[config.mk]
export PLATFORM = sky130hd
export DESIGN_NAME = tick_timer_flat
export DESIGN_NICKNAME = d
export VERILOG_FILES = /design/src/rtl/tick_timer_if.sv /design/src/rtl/tick_timer.sv /design/src/flat_wrapper.sv
export SDC_FILE = /design/constraint.sdc
export NUM_CORES = 1
export LEC_CHECK = 0
export CAP_MARGIN = 20
export CORE_ASPECT_RATIO = 0.75
export CORE_MARGIN = 4
export CORE_UTILIZATION = 50
export DETAILED_ROUTE_END_ITERATION = 8
export HOLD_SLACK_MARGIN = 0.03
export PLACE_DENSITY_LB_ADDON = 0.3
export SETUP_SLACK_MARGIN = 0.4
export SLEW_MARGIN = 20
export SYNTH_ARGS = -nofsm -noshare
export SYNTH_HDL_FRONTEND = slang
export SYNTH_SLANG_ARGS = --single-unit
[constraint.sdc]
create_clock -name clk -period 3.3 [get_ports clk]
set_input_delay 0.66 -clock clk [delete_from_list [all_inputs] [get_ports clk]]
set_output_delay 0.66 -clock clk [all_outputs]
set_load 0.02 [all_outputs]
[src/rtl/tick_timer_if.sv]
// Control/status bundle between the core and the tick timer.
// The master modport drives the controls; the slave modport is the timer itself.
interface tick_timer_if #(
  parameter int unsigned WIDTH = 32
);
  logic             start;
  logic             stop;
  logic             periodic;
  logic [WIDTH-1:0] period;
  logic             irq_clear;
  logic [WIDTH-1:0] count;
  logic             running;
  logic             match;
  logic             irq;

  modport master (
    output start, stop, periodic, period, irq_clear,
    input  count, running, match, irq
  );

  modport slave (
    input  start, stop, periodic, period, irq_clear,
    output count, running, match, irq
  );
endinterface

[src/rtl/tick_timer.sv]
// Interval timer counting synchronized rising edges of the divided clock.
// Supports one-shot and periodic modes with a registered match pulse and sticky irq.
module tick_timer #(
  parameter int unsigned WIDTH       = 32,
  parameter int unsigned SYNC_STAGES = 2
) (
  input  logic         clk,
  input  logic         reset_n,
  input  logic         tick_clk_in,
  tick_timer_if.slave  bus
);

  typedef enum logic [1:0] {StIdle, StRun, StDone} state_e;

  logic [SYNC_STAGES-1:0] sync_q;
  logic                   edge_q;
  logic                   sync_out;
  logic                   tick;

  state_e           state_q, state_d;
  logic [WIDTH-1:0] count_q, count_d;
  logic [WIDTH-1:0] period_q, period_d;
  logic             periodic_q, periodic_d;
  logic             match_q, match_d;
  logic             irq_q, irq_d;
  logic             last_tick;

  // tick_clk_in is asynchronous to clk, so it is only ever used after the synchronizer.
  assign sync_out = sync_q[SYNC_STAGES-1];
  assign tick     = sync_out & ~edge_q;

  always_ff @(posedge clk or negedge reset_n) begin
    if (!reset_n) begin
      sync_q <= '0;
      edge_q <= 1'b0;
    end else begin
      sync_q <= {sync_q[SYNC_STAGES-2:0], tick_clk_in};
      edge_q <= sync_out;
    end
  end

  // A zero period disables the compare so the counter free-runs.
  assign last_tick = (period_q != '0) && (count_q == period_q - WIDTH'(1));

  always_comb begin
    state_d    = state_q;
    count_d    = count_q;
    period_d   = period_q;
    periodic_d = periodic_q;
    match_d    = 1'b0;
    irq_d      = irq_q & ~bus.irq_clear;

    if (bus.stop) begin
      state_d = StIdle;
    end else if (bus.start) begin
      state_d    = StRun;
      count_d    = '0;
      period_d   = bus.period;
      periodic_d = bus.periodic;
    end else if (state_q == StRun && tick) begin
      if (last_tick) begin
        match_d = 1'b1;
        irq_d   = 1'b1;  // a set beats a coincident clear
        if (periodic_q) begin
          count_d  = '0;
          period_d = bus.period;
        end else begin
          count_d = period_q;
          state_d = StDone;
        end
      end else begin
        count_d = count_q + WIDTH'(1);
      end
    end
  end

  always_ff @(posedge clk or negedge reset_n) begin
    if (!reset_n) begin
      state_q    <= StIdle;
      count_q    <= '0;
      period_q   <= '0;
      periodic_q <= 1'b0;
      match_q    <= 1'b0;
      irq_q      <= 1'b0;
    end else begin
      state_q    <= state_d;
      count_q    <= count_d;
      period_q   <= period_d;
      periodic_q <= periodic_d;
      match_q    <= match_d;
      irq_q      <= irq_d;
    end
  end

  assign bus.count   = count_q;
  assign bus.running = (state_q == StRun);
  assign bus.match   = match_q;
  assign bus.irq     = irq_q;

endmodule

[src/flat_wrapper.sv]
// flat-port wrapper written by rule: the top's interface ports become plain ports
module tick_timer_flat 
#(
  parameter int unsigned WIDTH       = 32,
  parameter int unsigned SYNC_STAGES = 2
)
  (clk, reset_n, tick_clk_in, bus_start, bus_stop, bus_periodic, bus_period, bus_irq_clear, bus_count, bus_running, bus_match, bus_irq);
  tick_timer_if #(.WIDTH(WIDTH)) bus_i ();
  input  logic clk;
  input  logic reset_n;
  input  logic tick_clk_in;
  input wire logic [$bits(bus_i.start)-1:0] bus_start;
  input wire logic [$bits(bus_i.stop)-1:0] bus_stop;
  input wire logic [$bits(bus_i.periodic)-1:0] bus_periodic;
  input wire logic [$bits(bus_i.period)-1:0] bus_period;
  input wire logic [$bits(bus_i.irq_clear)-1:0] bus_irq_clear;
  output wire logic [$bits(bus_i.count)-1:0] bus_count;
  output wire logic [$bits(bus_i.running)-1:0] bus_running;
  output wire logic [$bits(bus_i.match)-1:0] bus_match;
  output wire logic [$bits(bus_i.irq)-1:0] bus_irq;
  assign bus_i.start = bus_start;
  assign bus_i.stop = bus_stop;
  assign bus_i.periodic = bus_periodic;
  assign bus_i.period = bus_period;
  assign bus_i.irq_clear = bus_irq_clear;
  assign bus_count = bus_i.count;
  assign bus_running = bus_i.running;
  assign bus_match = bus_i.match;
  assign bus_irq = bus_i.irq;
  tick_timer #(.WIDTH(WIDTH), .SYNC_STAGES(SYNC_STAGES)) u_core (.clk(clk), .reset_n(reset_n), .tick_clk_in(tick_clk_in), .bus(bus_i));
endmodule
==> out/metrics.yaml, run 1 <==
finalInstanceArea_um2: 7250
vias: 5170
setup_viol: 0
drcViolationCount: 0
fin_skew_ns: 0.0104
diodes: 0
syn-num-nets: 595
crit_required_ns: 3.52
tightestPinTransition_ns: 1.15
grt_use_met3_pct: 6.88
ys.flop_type: "dfrtp_1"
cap_violations: 0
hp-class: "flop to flop"
grt_usage_pct: 30.1
start_util_pct: 52.2
synthMuxAreaShare_pct: 9.82
cts_buffer_depth: 2
post_dp_cell_area_um2: 6400
avgSynthCellArea_um2: 9.30
synth_compound_area_share_pct: 15.3
grt_start_max_net_pins: 73
fin_total_pwr_mw: 2.71
p_leak_nw: 3.05
grt_pass1_vias: 4941
h-tree-depth: 3
chipHeight_um: 95.9
grt_util_met1_pct: 45.3
num-fill-cells: 746
synth_top_family_by_area: "simple AND/OR/NAND/NOR gates"
synth_edf_count: 0
hold_viol_final: 0
crit_path_end_kind: "flop"
yosysSeqAreaShare_pct: 35.0
utilization_pct: 73.6
yosysUniqueCellTypes: 67
synthAdderAreaFrac_pct: 0.730
area_delta_synth_final_pct: 41.0
rsz0062_at_grt: "yes"
gp_congestion: 0.919
ys_ff_latch: 72
wl_mm: 18.1
ios: 74
crit_top_cell: "buf_12"
postSynth.asyncResetShare_pct: 100
vdd_drop_max_mv: 0.294
drt_iter0_markers: 540
synth-simple-area-share_pct: 24.6
whs_ns: 0.348
ys_warn_count: 0
dp_hpwl_mm: 12.7
start_kind: "flop"
period_needed_ns: 3.26
status: "complete, no violations"
worstPathMaxFanout: 7
rows: 31
post-place-cells: 786
core_um2: 9850
detail-route-antenna-nets: 0
crit_type: "flop to flop"
crit_chain: "nor4_4 -> buf_4 -> nand3_4 -> or4_1 -> and3_1 -> o31a_1 -> or2_4 -> nor2_8 -> a41oi_4 -> buf_12 -> buf_12 -> mux2_4"
setup_ws_ns: 0.0437
critical-path-max-stage-delay_ns: 0.51
numCtsBuffers: 9
fmax_mhz: 307
final_cells: 827
cts.reportedPaths.clkPinSlew_ns: 0.06
final_common_cell: "buf_4"
grt_first_pass_wirelength_mm: 28.2
dp_slack_ns: -0.152
finalCritPeriodShare_pct: 98.7
crit_slowest_cell: "or4_1"
final-max-slew-violation-count: 0
cp_data_arrival_time_ns: 3.47
die_w_um: 125
pwr_density_cell_nw_per_um2: 374
syn_area_um2: 5140
insertion_delay_ns: 0.34
clockRootBuffer: "clkbuf_16"
layout.nets: 733
portBuffers: 73
slew_headroom_pct: 22.8
gr-total-overflow: 0
cts.sinks: 72
cts_tree: "done"
dieArea_um2: 12000
tns_ns: 0
use_met2_pct: 44.1
via_per_inst: 6.25
synth_xor_area_share_pct: 9.31
hold_buffers: 0
antenna_found_initial: 0
dr.pass1.iters: 5
top_usage_layer: "met1"
synthesis.instances: 553
wl_per_cell_um: 21.9
drive_gt1_share_pct: 27.8
final_cell_mix: "buf_4 (73), clkdlybuf4s50_1 (72), dfrtp_1 (71)"
## path summary, 6_finish.rpt
path	start	endpoint	slack (ns)	depth (start not counted)
min in group asynchronous	reset_n	u_core.period_q[13]	0.55	2
max in group asynchronous	reset_n	u_core.period_q[3]	2.06	2
min reg2reg	u_core.sync_q[0]	u_core.sync_q[1]	0.35	0
max reg2reg	u_core.period_q[5]	u_core.period_q[21]	0.04	12
max	u_core.period_q[5]	u_core.period_q[21]	0.04	12
min	u_core.sync_q[0]	u_core.sync_q[1]	0.35	0
## report_power, final
group | switching (mW) | leakage, nW | internal, mW
Combinational | 0.368 | 2.00 | 0.379
Sequential | 0.105 | 0.923 | 0.947
Clock | 0.389 | 0.124 | 0.526
## cells by family (layout without fill, tap and decap cells)
group | count (synthesis) | count (layout)
buffers and inverters | 59 | 201
AOI/OAI and AO/OA | 109 | 109
DFF | 72 | 72
xor gates and xnor gates | 53 | 53
muxes | 35 | 35
and+or+nand+nor | 222 | 222
adders and majority gates | 3 | 3
## sequential cells by signal, indices dropped and copies added (netlist names)
| name | cells |
|---|---|
| u_core.bus.count | 32 |
| u_core.bus.irq | 1 |
| u_core.bus.match | 1 |
| u_core.edge_q | 1 |
| u_core.period_q | 32 |
| u_core.periodic_q | 1 |
| u_core.state_q | 2 |
| u_core.sync_q | 2 |
## critical path: cells and delay by family (launching register included)
kind,cells,cell delay (ns)
compound gates,2,0.38
flops,1,0.42
buf+inv,3,0.52
simple gates,6,1.50
mux,1,0.30
## metal layers
layer | up-vias | wire length (µm)
li1 | 2330 | -
met5 | - | 0
met1 | 2519 | 8130
met4 | 0 | 202
met3 | 16 | 2090
met2 | 305 | 7720
## repair_timing
item | in CTS | in global routing
setup buffers | 17 | 3
setup endpoints to repair | 68 | 68
pin swaps | 19 | 12
resized for setup | 37 | 28
cloned | 5 | 1
endpoints found under the hold margin | 0 | 0
## synth_stat cells (all sizes together) (2+ instances only)
cell | number | area, µm²
a21boi | 2 | 15.0
o21ai | 25 | 125
a31oi | 2 | 12.5
nand3 | 36 | 185
and4 | 3 | 26.3
or3 | 13 | 81.3
ha | 3 | 37.5
nand4b | 2 | 17.5
o31ai | 7 | 52.6
buf | 14 | 95.1
a21oi | 16 | 80.1
nor4b | 2 | 30.0
o21a | 3 | 22.5
nand2 | 33 | 124
a32o | 5 | 50.1
nor3b | 5 | 37.5
dfrtp | 72 | 1800
inv | 22 | 82.6
nor2b | 6 | 37.5
nand4 | 19 | 125
nand3b | 2 | 15.0
a221o | 3 | 30.0
a211o | 2 | 17.5
o211ai | 4 | 30.0
a2111oi | 2 | 17.5
a21o | 7 | 52.6
o2111ai | 2 | 17.5
o211a | 2 | 20.0
a211oi | 2 | 15.0
or4 | 5 | 37.5
nor3 | 20 | 116
xnor2 | 33 | 289
o31a | 3 | 26.3
and2 | 6 | 37.5
and3 | 11 | 68.8
nor2 | 35 | 148
mux2 | 34 | 495
a32oi | 14 | 123
clkbuf | 23 | 86.3
or2 | 2 | 12.5
xor2 | 19 | 166
a22oi | 2 | 15.0
nor4 | 19 | 140
## layout make-up
class                   count  area [µm²]  share of cell area [%]
inverters                  22        87.6                    1.21
flip-flops and latches     72        1800                    24.9
clock inverters             4        31.3                   0.431
multi-input cells         422        3350                    46.3
repair buffers            164        1570                    21.6
well taps                 132         165                    2.28
clock buffers              11         243                    3.35
(Power assumes the default switching activity.)
==> inputs of run 2 (changes only) <==
Settings changed: CORE_MARGIN 4 to 3.
==> out/metrics.yaml, run 2 (synthesized netlist as in run 1, its figures left out) <==
status: "complete, but fails checks"
violations: "negative setup slack"
post_dp_cell_area_um2: 6420
start_util_pct: 52.2
crit_type: "flop to flop"
cts.sinks: 72
drive_gt1_share_pct: 25.7
dr.pass1.iters: 5
worstPathMaxFanout: 24
h-tree-depth: 3
insertion_delay_ns: 0.34
r2r_cells: 11
wl_mm: 17.9
final-max-slew-violation-count: 0
grt_first_pass_wirelength_mm: 27.3
finalCritPeriodShare_pct: 100
period_needed_ns: 3.32
wl_per_cell_um: 21.9
core_um2: 9850
via_per_inst: 6.36
hold_viol_final: 0
pwr_density_cell_nw_per_um2: 391
antenna_found_initial: 0
whs_ns: 0.350
drcViolationCount: 0
diodes: 0
portBuffers: 73
dieArea_um2: 11600
hold_buffers: 0
grt_usage_pct: 31.2
finalInstanceArea_um2: 7200
setup_ws_ns: -0.0158
slew_headroom_pct: 50.9
vias: 5223
numCtsBuffers: 9
cp_data_arrival_time_ns: 3.54
cts_buffer_depth: 2
dp_hpwl_mm: 12.4
gp_congestion: 0.946
clockRootBuffer: "clkbuf_16"
vdd_drop_max_mv: 0.347
tightestPinTransition_ns: 0.733
setup_viol: 17
rows: 31
cts.reportedPaths.clkPinSlew_ns: 0.06
ios: 74
final_cell_mix: "clkdlybuf4s50_1 (72), dfrtp_1 (72), buf_4 (61)"
cts_tree: "done"
crit_required_ns: 3.52
rsz0062_at_grt: "yes"
fin_skew_ns: 0.00768
detail-route-antenna-nets: 0
hp-class: "primary input to asynchronous set/reset pin"
die_w_um: 123
chipHeight_um: 93.9
final_cells: 821
start_kind: "flop"
fmax_mhz: 302
utilization_pct: 73.0
area_delta_synth_final_pct: 39.9
post-place-cells: 781
crit_path_end_kind: "flop"
layout.nets: 726
gr-total-overflow: 0
cap_violations: 0
grt_pass1_vias: 5045
tns_ns: -0.0916
grt_start_max_net_pins: 46
r2r_slack_ns: -0.02
drt_iter0_markers: 656
p_leak_nw: 2.99
## run 2: what timing repair did
action / 4_1_cts / 5_1_grt
buffers inserted: 18 / 1
hold endpoints to repair: 0 / 0
gates cloned: 4 / 1
pin swaps: 18 / 14
endpoints found under the setup margin: 68 / 68
gates resized for setup: 24 / 27
## run 2: path summary, 6_finish.rpt
check,endpoint,from
min,u_core.period_q[12],reset_n
max,u_core.period_q[0],u_core.period_q[2]
min reg2reg,u_core.sync_q[1],u_core.sync_q[0]
max in group asynchronous,u_core.bus.count[17],reset_n
max reg2reg,u_core.period_q[0],u_core.period_q[2]
min in group clk,u_core.sync_q[1],u_core.sync_q[0]
## run 2: where the power goes
group / leakage [nW] / internal [mW] / switching, mW
clock network: 0.150 / 0.663 / 0.394
logic: 1.91 / 0.361 / 0.358
registers: 0.924 / 0.946 / 0.0946
total: 2.99 / 1.97 / 0.846
## run 2: stage by stage
stage          power (mW)  setup WS [ns]
2_1_floorplan        1.42        -0.0253
3_3_place_gp         1.70         -0.155
3_5_place_dp         1.71         -0.211
4_1_cts              2.79         0.0750
5_1_grt              2.91         -0.102
6_report             2.82        -0.0158
## run 2: layer usage
metal  track usage [%]  wire (µm)  vias up
met5                 0          0        -
met4              9.49        261        0
li1                  -          -     2323
met1              45.6       7720     2529
met3              8.91       2250       34
met2              44.4       7720      337
## run 2: worst max-delay path, cell delays in order, from the launching register on
cell,delay [ns]
dfrtp_1,0.43
nor4_4,0.38
buf_4,0.21
nand3_4,0.12
or4_4,0.54
and3_4,0.16
o31a_1,0.23
or2_4,0.28
nor2_8,0.11
a41oi_4,0.15
buf_12,0.22
mux2_4,0.32
## run 2: cell type report
class	count	area, µm²
clock buffer	11	233
clock inverter	5	81.3
fill	724	2660
inverter	22	87.6
multi-input combinational	423	3290
sequential	72	1800
tap	132	165
timing repair buffer	156	1530
